$ cat src/rtl/mem_port_arbiter.sv
// Round-robin arbiter sharing one memory port between instruction fetch and data access.
// Latency: grant registered one cycle after request; ready/rdata combinational off i_mem_ready.
// Backpressure: i_mem_ready=0 stalls the granted transfer with all o_mem_* held stable.
module mem_port_arbiter #(
    parameter int BW_ADDRESS         = 32,
    parameter int BW_PROCESSOR_BLOCK = 64
) (
    input  logic                          clk,
    input  logic                          rst,

    input  logic                          i_imem_valid,
    output logic                          o_imem_ready,
    input  logic [BW_ADDRESS-1:0]         i_imem_addr,
    output logic [BW_PROCESSOR_BLOCK-1:0] o_imem_rdata,

    input  logic                          i_dmem_valid,
    output logic                          o_dmem_ready,
    input  logic                          i_dmem_wen,
    input  logic [BW_ADDRESS-1:0]         i_dmem_addr,
    input  logic [BW_PROCESSOR_BLOCK-1:0] i_dmem_wdata,
    output logic [BW_PROCESSOR_BLOCK-1:0] o_dmem_rdata,

    output logic                          o_mem_valid,
    input  logic                          i_mem_ready,
    output logic                          o_mem_wen,
    output logic [BW_ADDRESS-1:0]         o_mem_addr,
    output logic [BW_PROCESSOR_BLOCK-1:0] o_mem_wdata,
    input  logic [BW_PROCESSOR_BLOCK-1:0] i_mem_rdata
);

    typedef enum logic [1:0] {
        IDLE    = 2'd0,
        SERVE_I = 2'd1,
        SERVE_D = 2'd2
    } state_t;

    state_t state;
    state_t state_nx;
    logic   last_grant_d;
    logic   grant_i;
    logic   grant_d;
    logic   xfer_done;

    always_comb begin
        state_nx = state;
        grant_i  = 1'b0;
        grant_d  = 1'b0;
        case (state)
            IDLE: begin
                // On a tie the requester not granted last time wins.
                if (i_imem_valid && (!i_dmem_valid || last_grant_d)) begin
                    grant_i = 1'b1;
                end else if (i_dmem_valid) begin
                    grant_d = 1'b1;
                end
            end
            SERVE_I: begin
                if (i_mem_ready) begin
                    if (i_dmem_valid) grant_d  = 1'b1;
                    else              state_nx = IDLE;
                end
            end
            SERVE_D: begin
                if (i_mem_ready) begin
                    if (i_imem_valid) grant_i  = 1'b1;
                    else              state_nx = IDLE;
                end
            end
            default: state_nx = IDLE;
        endcase
        if (grant_i) state_nx = SERVE_I;
        if (grant_d) state_nx = SERVE_D;
    end

    always_ff @(posedge clk) begin
        if (rst) begin
            state        <= IDLE;
            o_mem_valid  <= 1'b0;
            o_mem_wen    <= 1'b0;
            o_mem_addr   <= '0;
            o_mem_wdata  <= '0;
            last_grant_d <= 1'b1;
        end else begin
            state       <= state_nx;
            o_mem_valid <= (state_nx != IDLE);
            if (grant_i) begin
                o_mem_wen    <= 1'b0;
                o_mem_addr   <= i_imem_addr;
                o_mem_wdata  <= '0;
                last_grant_d <= 1'b0;
            end else if (grant_d) begin
                o_mem_wen    <= i_dmem_wen;
                o_mem_addr   <= i_dmem_addr;
                o_mem_wdata  <= i_dmem_wdata;
                last_grant_d <= 1'b1;
            end
        end
    end

    // A transfer caught by reset is abandoned, so no completion is reported in that cycle.
    assign xfer_done    = o_mem_valid && i_mem_ready && !rst;
    assign o_imem_ready = xfer_done && (state == SERVE_I);
    assign o_dmem_ready = xfer_done && (state == SERVE_D);
    assign o_imem_rdata = o_imem_ready ? i_mem_rdata : '0;
    assign o_dmem_rdata = o_dmem_ready ? i_mem_rdata : '0;

endmodule
$ cat config.mk
export PLATFORM = sky130hd
export DESIGN_NAME = mem_port_arbiter
export DESIGN_NICKNAME = d
export VERILOG_FILES = /design/src/rtl/mem_port_arbiter.sv
export SDC_FILE = /design/constraint.sdc
export NUM_CORES = 1
export LEC_CHECK = 0
export ABC_CLOCK_PERIOD_IN_PS = 3220
export BUFFER_PORTS_ARGS = -buffer_cell sky130_fd_sc_hd__buf_4
export CORE_AREA = 4 4 163 165
export DETAILED_ROUTE_END_ITERATION = 16
export DIE_AREA = 0 0 167 169
export PLACE_DENSITY = 0.54
export SLEW_MARGIN = 0
export SYNTH_ARGS = -nofsm -noshare
export SYNTH_HDL_FRONTEND = slang
export SYNTH_SLANG_ARGS = --single-unit
$ cat constraint.sdc
create_clock -name clk -period 3.22 [get_ports clk]
set_input_delay 0.644 -clock clk [delete_from_list [all_inputs] [get_ports clk]]
set_output_delay 0.644 -clock clk [all_outputs]
set_load 0.005 [all_outputs]
Word level (Yosys, flattened, before mapping)
Index checks and enable logic that the tools add are counted.
{"block": "word_totals", "wordCells": 41, "out_inout_bits": 228, "input_bits": 198, "reg_bits": 101}
{"block": "classes", "reduce_logical": 12, "mux": 21, "eq_ne": 2}
{"op": "64-bit 2-to-1 mux", "count": 2}
{"op": "32-bit 2-to-1 mux", "count": 2}
{"op": "2-bit 2-to-1 mux", "count": 6}
{"op": "1-bit 2-to-1 mux", "count": 8}
{"op": "2-bit one-hot mux with 3 select lines", "count": 1}
{"op": "1-bit logical AND", "count": 5}
{"op": "1-bit one-hot mux with 2 select lines", "count": 2}
{"op": "2-bit nonzero test", "count": 2}
{"op": "2-bit by 1-bit equality test with 1-bit output, second input constant", "count": 1}
{"op": "2-bit equality test, second input constant", "count": 1}
{"op": "1-bit logical NOT", "count": 2}
{"op": "2-bit logical NOT", "count": 1}
{"op": "2-bit OR reduction", "count": 1}
{"op": "1-bit logical OR", "count": 1}

Longest topological paths before layout
Gate-level depths: netlist of the first run.
{"block": "logic_depth", "word_depth": 8, "depth_mapped": 6, "depth_no_buf": 3}

Least setup slack after synthesis of the first run
OpenSTA, ideal clock, no wires.
{"block": "synth_timing", "kind": "input to output", "from": "in rst", "to": "out o_imem_rdata[10]", "stages": 5, "arrival_time_ps": 1589, "required_time_ps": 2576, "setup_slack_ps": 987, "n_path_buf": 2, "cell_sequence": "nand3b_1 nor3b_1 clkbuf_2 clkbuf_1 and2_1"}
{"block": "synth_between", "elab_chain_len": 4}
{"element": "from (decl)", "line": "9", "source": "input logic rst,"}
{"element": "1-bit logical NOT", "line": "101", "source": "assign xfer_done = o_mem_valid && i_mem_ready && !rst;"}
{"element": "1-bit logical AND", "line": "101"}
{"element": "1-bit logical AND", "line": "102", "source": "assign o_imem_ready = xfer_done && (state == SERVE_I);"}
{"element": "64-bit 2-to-1 mux", "line": "104", "source": "assign o_imem_rdata = o_imem_ready ? i_mem_rdata : '0;"}
{"element": "to (decl)", "line": "14", "source": "output logic [BW_PROCESSOR_BLOCK-1:0] o_imem_rdata,"}
Every way passes these cells.

Final worst setup path of the first run
{"block": "layout_timing", "from": "in rst", "to": "out o_imem_rdata[40]"}
The elaborated chain is that of the path after synthesis.

==> results.yml, run 1 <==
placed_design:
  dp_hpwl_um: 19600
  gp_congestion: 0.780
  portBuffers: 425
  pre_cts_ws_ns: 0.711
yosys:
  syn_avg_cell_area_sq_um: 8.52
  synthesis.area_sq_mm: 0.00582
  synth_seq_area_share: 0.347
  syn-num-nets: 881
  synth_top_cells_by_area: "dfxtp_1, and2_1, o31ai_1"
  synthFlopType: "dfxtp_1"
  yosysTopAreaCellShare: 0.347
  async_reset_ff_frac: 0
  postSynthCellCount: 683
  yosys.area.top_type: "dfxtp_1"
  ys_warn_count: 0
  synth.distinct_cells: 27
  synth-seq-cells: 101
  synth-edff-count: 0
detailed_routing:
  wirelength_um: 27900
  wl_met2_um: 13500
  met1_length_um: 11800
  drcViolationCount: 0
  route.met3.wl_um: 2100
  vias_per_cell: 5.02
  drtPass1Iterations: 4
  wl_per_cell_um: 20.4
  maxUsedRoutingLayer: "met5"
  drtAntennaViolNets: 0
  vias: 6885
  dr.first_iter.drc_count: 582
critical_path:
  crit_chain: "buf_4 -> nand3b_1 -> nor3b_2 -> buf_12 -> and2_1 -> buf_4"
  r2r_slack_ns: 1.18
  cp_max_fo: 65
  crit_top_cell: "buf_4"
  cp-start-kind: "input pin"
  critical-path-slowest-cell: "nor3b_2"
  cp.arrival_ns: 1.86
  critPathKind: "in -> out"
  cp.required_ns: 2.58
  endpoint_kind: "primary output"
  critPathMaxStageDelay_ns: 0.29
layout:
  drive_gt1_frac: 0.484
  fillCellCount: 2617
  final_cell_mix: "buf_4, and2_1, dfxtp_1"
  insertedDiodeCount: 0
  syn2layout_area_growth_pct: 63.3
  fin_nets: 1234
  final_common_cell: "buf_4"
cts:
  cts_resized: 0
  clkSlewWorstSetupHoldPaths_ns: 0.07
  htree_levels: 3
  clock_path_buffers: 2
  holdBufCountCts: 0
  cts_setup_buffers: 0
  clock_latency_ns: 0.35
  clock_sinks: 101
  tritoncts: "built"
  cts.root.buffer_cell: "clkbuf_16"
  cts_buffers: 9
die:
  core_area_sq_mm: 0.0250
  io_pins: 426
  num_rows: 58
  dieWidth_um: 167
  start_util: 0.233
  dieArea_sq_mm: 0.0282
  die_h_um: 169
timing:
  whs_ns: 0.470
  fin_crit_ns: 2.51
  hold_viol: 0
  tightest_slew_ns: 1.14
  setup_ws_ns: 0.714
  finalCritPeriodShare: 0.778
  grt_setup_unrepaired: "no"
  relSlewSlack: 0.238
  max_freq_mhz: 399
  fin_skew_ns: 0.0131
  setup_tns_ns: 0
  setup_viol: 0
  slew_viol_final: 0
power_and_ir_drop:
  p_per_area_mw_per_mm2: 366
  power.leakage_nw: 4.20
  max-vdd-ir-drop_v: 0.000263
global_route:
  antenna_found_initial: 4
  grtUsageTotal: 0.182
  grt-ovfl-total: 0
  grt_pass1_wl_um: 41300
  grt_pass1_vias: 6787
  grt_max_degree: 98
run_status:
  status: "completed"
min_path:
  min_path_type: "reg -> reg"
run:
  cap_violations: 0
==> Yosys cell counts (4+ instances only) <==
library cell and instances:
and2_1 128, nand4_1 97, o31ai_1 98, o41ai_1 32, dfxtp_1 101, buf_6 6, buf_2 23, a31oi_2 30
buf_1 4, a21oi_1 67, buf_4 4, clkbuf_1 66, nor3b_1 4
==> cells by family after synthesis <==
logic type | Yosys count | share of synthesized area
AO/OA/AOI/OAI | 234 | 0.304
flip-flops | 101 | 0.347
AND/OR/NAND/NOR | 242 | 0.265
buffers and inverters | 106 | 0.0840
==> final cells by class <==
class                      instances  area, sq um  area share
tap                              330          413      0.0434
clock buffer                       9          225      0.0237
timing repair buffer             447         3390       0.357
multi-input combinational        476         3370       0.355
sequential                       101         2020       0.213
inverter                           1         3.75    0.000395
clock inverter                     7         78.8     0.00829
==> critical path, delay by kind of cell <==
family	cells	cell delay (ns)
AND/OR/NAND/NOR	3	0.65
buffers and inverters	3	0.51
==> sequential cells by signal, indices dropped and copies added, names as in the netlist <==
signal,cells
o_mem_addr,32
o_mem_valid,1
state,2
o_mem_wdata,64
o_mem_wen,1
last_grant_d,1
==> final timing paths <==
path	to	startpoint	cells past startpoint
max	o_imem_rdata[40]	rst	6
max reg2reg	o_mem_addr[30]	state[1]	3
min reg2reg	o_mem_wdata[25]	o_mem_wdata[25]	2
min	o_mem_wdata[25]	o_mem_wdata[25]	2
==> report_power, final <==
group	total, mW	internal [mW]	switching [mW]	leakage, nW
logic	0.936	0.436	0.500	3.24
registers	1.40	1.34	0.0582	0.827
clock network	1.14	0.552	0.589	0.141
==> metal layers <==
layer | up-vias | track usage
li1 | 3319 | -
met1 | 3266 | 0.238
met2 | 260 | 0.294
met3 | 32 | 0.0589
met4 | 8 | 0.0423
met5 | - | 0
==> per-stage QoR <==
step | power [mW] | area (sq um) | util | cells
5_1_grt | 3.64 | 9510 | 0.380 | 1371
4_1_cts | 3.52 | 9510 | 0.380 | 1371
6_report | 3.48 | 9510 | 0.380 | 1371
3_3_place_gp | 2.37 | 9200 | 0.368 | 1355
3_5_place_dp | 2.37 | 9200 | 0.368 | 1355
2_1_floorplan | 1.88 | 5820 | - | 683
Power figures use the tool's default switching activity.
==> run 2, diff against run 1 <==
==> config.mk (replaced) <==
export PLATFORM = sky130hd
export DESIGN_NAME = mem_port_arbiter
export DESIGN_NICKNAME = d
export VERILOG_FILES = /design/src/rtl/mem_port_arbiter.sv
export SDC_FILE = /design/constraint.sdc
export NUM_CORES = 1
export LEC_CHECK = 0
export ABC_CLOCK_PERIOD_IN_PS = 2200
export BUFFER_PORTS_ARGS = -buffer_cell sky130_fd_sc_hd__buf_4
export CORE_AREA = 4 4 164 166
export DETAILED_ROUTE_END_ITERATION = 16
export DIE_AREA = 0 0 168 170
export PLACE_DENSITY = 0.55
export SLEW_MARGIN = 0
export SYNTH_ARGS = -nofsm -noshare
export SYNTH_HDL_FRONTEND = slang
export SYNTH_SLANG_ARGS = --single-unit
==> constraint.sdc (replaced) <==
create_clock -name clk -period 2.2 [get_ports clk]
set_input_delay 0.44 -clock clk [delete_from_list [all_inputs] [get_ports clk]]
set_output_delay 0.44 -clock clk [all_outputs]
set_load 0.005 [all_outputs]
==> run 2 against run 1 <==
  * Utilization grew 0.57 points
  * Via count grew 2.7%
  * Sequential share of layout area shrank 0.77 points
  * Die area grew 1.2%
  * Setup slack lost 0.67 ns
  * Hold slack lost 0.19 ns
  * Clock power grew 48%
  * Combinational power grew 57%
  * Critical path depth is the same
  * Highest routed layer is now met4
==> results.yml, run 2 (same netlist as run 1, synthesis figures left out) <==
global_route:
  antenna_found_initial: 0
  grt_pass1_wl_um: 40800
  grt_max_degree: 66
  grt-ovfl-total: 0
  grtUsageTotal: 0.177
  grt_pass1_vias: 6612
min_path:
  min_path_cells: 2
  min_path_type: "in -> reg"
  hold_path_end: "o_mem_valid"
  hold_start: "rst"
power_and_ir_drop:
  clockPowerShare: 0.324
  power_frac_comb: 0.282
  power.switching_mw: 1.70
  power.leakage_nw: 4.37
  p_int_mw: 3.49
  power_mw: 5.20
  switching_share: 0.328
  max-vdd-ir-drop_v: 0.000315
  sequentialPowerShare: 0.393
  p_per_area_mw_per_mm2: 526
critical_path:
  cp-start-kind: "register"
  critPathMaxStageDelay_ns: 0.39
  r2r_cells: 4
  crit_top_cell: "buf_4"
  r2r_slack_ns: 0.45
  cp.required_ns: 1.76
  critical-path-slowest-cell: "dfxtp_1"
  crit_chain: "buf_4 -> nor3b_4 -> buf_6 -> buf_12 -> and2_1 -> buf_4"
  critPathKind: "reg -> out"
  r2r-end: "o_mem_addr[27]"
  path_buf_inv: 4
  cp.arrival_ns: 1.71
  critical-path-top-delay-family: "buffers and inverters"
  cp_max_fo: 32
  endpoint_kind: "primary output"
  reg2reg_from: "state[0]"
layout:
  fin_cells: 1390
  final_common_cell: "buf_4"
  final_area_sq_mm: 0.00987
  largestRegisters: "o_mem_wdata (64), o_mem_addr (32), state (2)"
  postLayoutCoreUtil: 0.385
  top_register: "o_mem_wdata"
  syn2layout_area_growth_pct: 69.6
  fin_nets: 1248
  final_cell_mix: "buf_4, and2_1, dfxtp_1"
  largest_reg_flops: 64
  insertedDiodeCount: 0
  drive_gt1_frac: 0.495
timing:
  whs_ns: 0.279
  finalCritPeriodShare: 0.978
  relSlewSlack: 0.629
  fin_crit_ns: 2.15
  fin_skew_ns: 0.0141
  grt_setup_unrepaired: "yes"
  tightest_slew_ns: 0.550
  hold_viol: 0
  slew_viol_final: 0
  setup_viol: 0
  max_freq_mhz: 465
detailed_routing:
  dr.first_iter.drc_count: 620
  vias_per_cell: 5.08
  drcViolationCount: 0
  drtAntennaViolNets: 0
  vias: 7068
  drtPass1Iterations: 5
  wl_per_cell_um: 20.8
  wirelength_um: 29000
cts:
  tritoncts: "built"
  holdBufCountCts: 0
  clock_path_buffers: 2
  htree_levels: 3
  clkSlewWorstSetupHoldPaths_ns: 0.07
  clock_sinks: 101
  cts_buffers: 9
  cts.root.buffer_cell: "clkbuf_16"
  clock_latency_ns: 0.35
die:
  num_rows: 59
  dieWidth_um: 168
  core_area_sq_mm: 0.0256
  start_util: 0.227
  die_h_um: 170
  dieArea_sq_mm: 0.0286
  io_pins: 426
placed_design:
  dp_hpwl_um: 19700
  gp_congestion: 0.748
  placedInstanceArea_sq_mm: 0.00941
  placedCellCount: 1366
  portBuffers: 425
run_status:
  status: "completed"
run:
  cap_violations: 0
## run 2: per-stage QoR
step	setup slack (ns)	setup TNS, ns
floorplan	0.375	0
global placement	0.132	0
finish	0.0482	0
detailed placement	0.0810	0
CTS	0.00571	0
global route	-0.0646	-5.34
## run 2: power groups by stage
stage	clock network, mW	registers [mW]	logic (mW)
3_5_place_dp	0	2.08	1.46
2_1_floorplan	0	2.09	0.663
4_1_cts	1.75	2.04	1.46
5_1_grt	1.83	2.06	1.58
3_3_place_gp	0	2.08	1.47
6_report	1.69	2.04	1.47
## run 2: what timing repair did
action                                  CTS  global route
gates resized for setup                   0            14
endpoints found under the setup margin    0           128
buffers inserted                          0             3
## run 2: worst max-delay path by stage
stage                 from          endpoint  depth (start not counted)
2_1_floorplan          rst  o_imem_rdata[10]                          5
3_3_place_gp           rst   o_imem_rdata[2]                          6
3_5_place_dp           rst   o_imem_rdata[2]                          6
4_1_cts        o_mem_valid   o_imem_rdata[2]                          5
5_1_grt        o_mem_valid  o_dmem_rdata[44]                          6
6_report          state[0]   o_dmem_rdata[1]                          6
## run 2: layout make-up
class,count,area [sq um]
flip-flops and latches,101,2020
clock inverters,7,91.3
inverters,1,3.75
fillers,2650,15700
repair buffers,461,3720
clock buffers,9,225
well taps,335,419
multi-input cells,476,3390
## run 2: layer usage
layer	vias to the layer above	global-route usage	routed length [um]
met4	0	0.0392	423
met5	-	0	0
met2	304	0.268	13300
met1	3389	0.250	12800
met3	26	0.0518	2450
li1	3349	-	-
==> run 3, diff against run 2 <==
==> constraint.sdc (replaced) <==
create_clock -name clk -period 2.2 [get_ports clk]
set_input_delay 0.11 -clock clk [delete_from_list [all_inputs] [get_ports clk]]
set_output_delay 0.11 -clock clk [all_outputs]
set_load 0.005 [all_outputs]
==> run 3 against run 2 <==
  * Die area did not move
  * Setup slack improved by 0.14 ns
  * Register-to-register slack worse by 0.03 ns
  * Flip-flop and latch count did not move
  * Critical path type is now in -> out
  * Critical endpoint is now o_dmem_rdata[44]
  * Largest power group unchanged
  * Highest routed layer unchanged
==> results.yml, run 3 (same netlist as run 1, synthesis figures left out) <==
power_and_ir_drop:
  clockPowerShare: 0.318
  switching_share: 0.325
  p_per_area_mw_per_mm2: 523
  p_int_mw: 3.47
  sequentialPowerShare: 0.399
  power.switching_mw: 1.67
  power_frac_comb: 0.282
  max-vdd-ir-drop_v: 0.000450
  power.leakage_nw: 4.35
layout:
  fin_nets: 1258
  top_register: "o_mem_wdata"
  syn2layout_area_growth_pct: 68.9
  multiInputGateArea_sq_mm: 0.00337
  drive_gt1_frac: 0.481
  register_area_sq_mm: 0.00202
  final_common_cell: "buf_4"
  largest_reg_flops: 64
  largestRegisters: "o_mem_wdata (64), o_mem_addr (32), state (2)"
  fillCellCount: 2645
  final_cell_mix: "buf_4, and2_1, dfxtp_1"
critical_path:
  reg2reg_from: "state[0]"
  r2r_slack_ns: 0.42
  crit_top_cell: "buf_4"
  cp_max_fo: 65
  r2r_cells: 4
  path_buf_inv: 4
  critical-path-top-delay-family: "buffers and inverters"
  cp-start-kind: "input pin"
  critPathKind: "in -> out"
  critPathMaxStageDelay_ns: 0.55
  endpoint_kind: "primary output"
  cp.required_ns: 2.09
  critPathLaunch: "rst"
  crit_chain: "dlygate4sd3_1 -> buf_4 -> nand3b_1 -> nor3b_2 -> buf_12 -> and2_1 -> buf_4"
  cp.arrival_ns: 1.90
  r2r-end: "o_mem_wdata[60]"
  critical-path-slowest-cell: "dlygate4sd3_1"
timing:
  slew_viol_final: 0
  grt_setup_unrepaired: "no"
  whs_ns: 0.0199
  setup_viol: 0
  max_freq_mhz: 498
  fin_skew_ns: 0.0118
  setup_tns_ns: 0
  hold_viol: 0
  relSlewSlack: 0.546
  fin_crit_ns: 2.01
  tightest_slew_ns: 0.682
  finalCritPeriodShare: 0.913
  setup_ws_ns: 0.192
global_route:
  grt_util_met1: 0.247
  grt_pass1_vias: 6890
  grtUsageTotal: 0.179
  use_met2: 0.281
  top_usage_layer: "met2"
  grt_max_degree: 90
  grt-ovfl-total: 0
  grt_pass1_wl_um: 41200
  antenna_found_initial: 0
  use_met3: 0.0518
placed_design:
  pre_cts_ws_ns: 0.427
  dp_hpwl_um: 20100
  gp_congestion: 0.744
  portBuffers: 425
die:
  io_pins: 426
  dieArea_sq_mm: 0.0286
  dieWidth_um: 168
  die_h_um: 170
  num_rows: 59
  core_area_sq_mm: 0.0256
  start_util: 0.227
min_path:
  min_path_type: "in -> reg"
  min_path_cells: 3
  hold_path_end: "o_mem_wdata[58]"
  hold_start: "i_dmem_wdata[58]"
cts:
  cts_setup_buffers: 0
  clock_sinks: 101
  clkSlewWorstSetupHoldPaths_ns: 0.08
  cts_buffers: 9
  clock_latency_ns: 0.35
  cts.root.buffer_cell: "clkbuf_16"
  htree_levels: 3
  clock_path_buffers: 2
  tritoncts: "built"
detailed_routing:
  vias: 6958
  drcViolationCount: 0
  drtPass1Iterations: 5
  dr.first_iter.drc_count: 511
  drtAntennaViolNets: 0
  wirelength_um: 27900
  wl_per_cell_um: 19.9
  vias_per_cell: 4.97
run:
  cap_violations: 0
run_status:
  status: "completed"
run 3: worst max path at each step:
stage | slack (ns) | endpoint | cells after the start
2_1_floorplan | 0.78 | o_mem_wdata[33] | 6
3_3_place_gp | 0.45 | o_mem_wdata[54] | 4
3_5_place_dp | 0.43 | o_mem_wdata[60] | 4
4_1_cts | 0.17 | o_dmem_rdata[17] | 7
5_1_grt | 0.09 | o_dmem_rdata[41] | 7
6_report | 0.19 | o_dmem_rdata[44] | 7
run 3: per-layer routing:
metal / wire (um) / vias up
met5: 0 / -
met4: 299 / 0
met3: 2100 / 18
met2: 13000 / 242
met1: 12500 / 3315
li1: - / 3383
run 3: power by group through the flow:
stage	Sequential, mW	Clock, mW	Combinational, mW
after floorplan	2.09	0	0.663
after global placement	2.09	0	1.42
after detailed placement	2.09	0	1.43
after CTS	2.05	1.71	1.46
after global routing	2.07	1.76	1.57
final	2.05	1.64	1.45
run 3: repair_timing:
item / in CTS / in global routing
endpoints found under the hold margin: 19 / 0
resized for setup: 0 / 0
hold buffers: 17 / 0
run 3: metrics by stage:
stage / utilization / std cells / instance area, sq um / power (mW)
after floorplan: - / 683 / 5820 / 2.75
after global placement: 0.366 / 1367 / 9360 / 3.52
after detailed placement: 0.366 / 1367 / 9360 / 3.53
after CTS: 0.384 / 1400 / 9830 / 5.22
after global routing: 0.384 / 1400 / 9830 / 5.39
final: 0.384 / 1401 / 9830 / 5.14
run 3: worst reg2reg max path, delay by kind of cell, from the launching register on:
kind,cells,cell delay [ns]
buf+inv,1,0.30
flops,1,0.40
simple gates,1,0.79
compound gates,2,0.23
run 3: layout make-up:
cell class,instances,share of cell area
repair buffers,471,0.378
multi-input cells,476,0.343
flip-flops and latches,101,0.206
well taps,335,0.0426
clock buffers,9,0.0229
clock inverters,7,0.00738
inverters,1,0.000382
diodes,1,0.000254
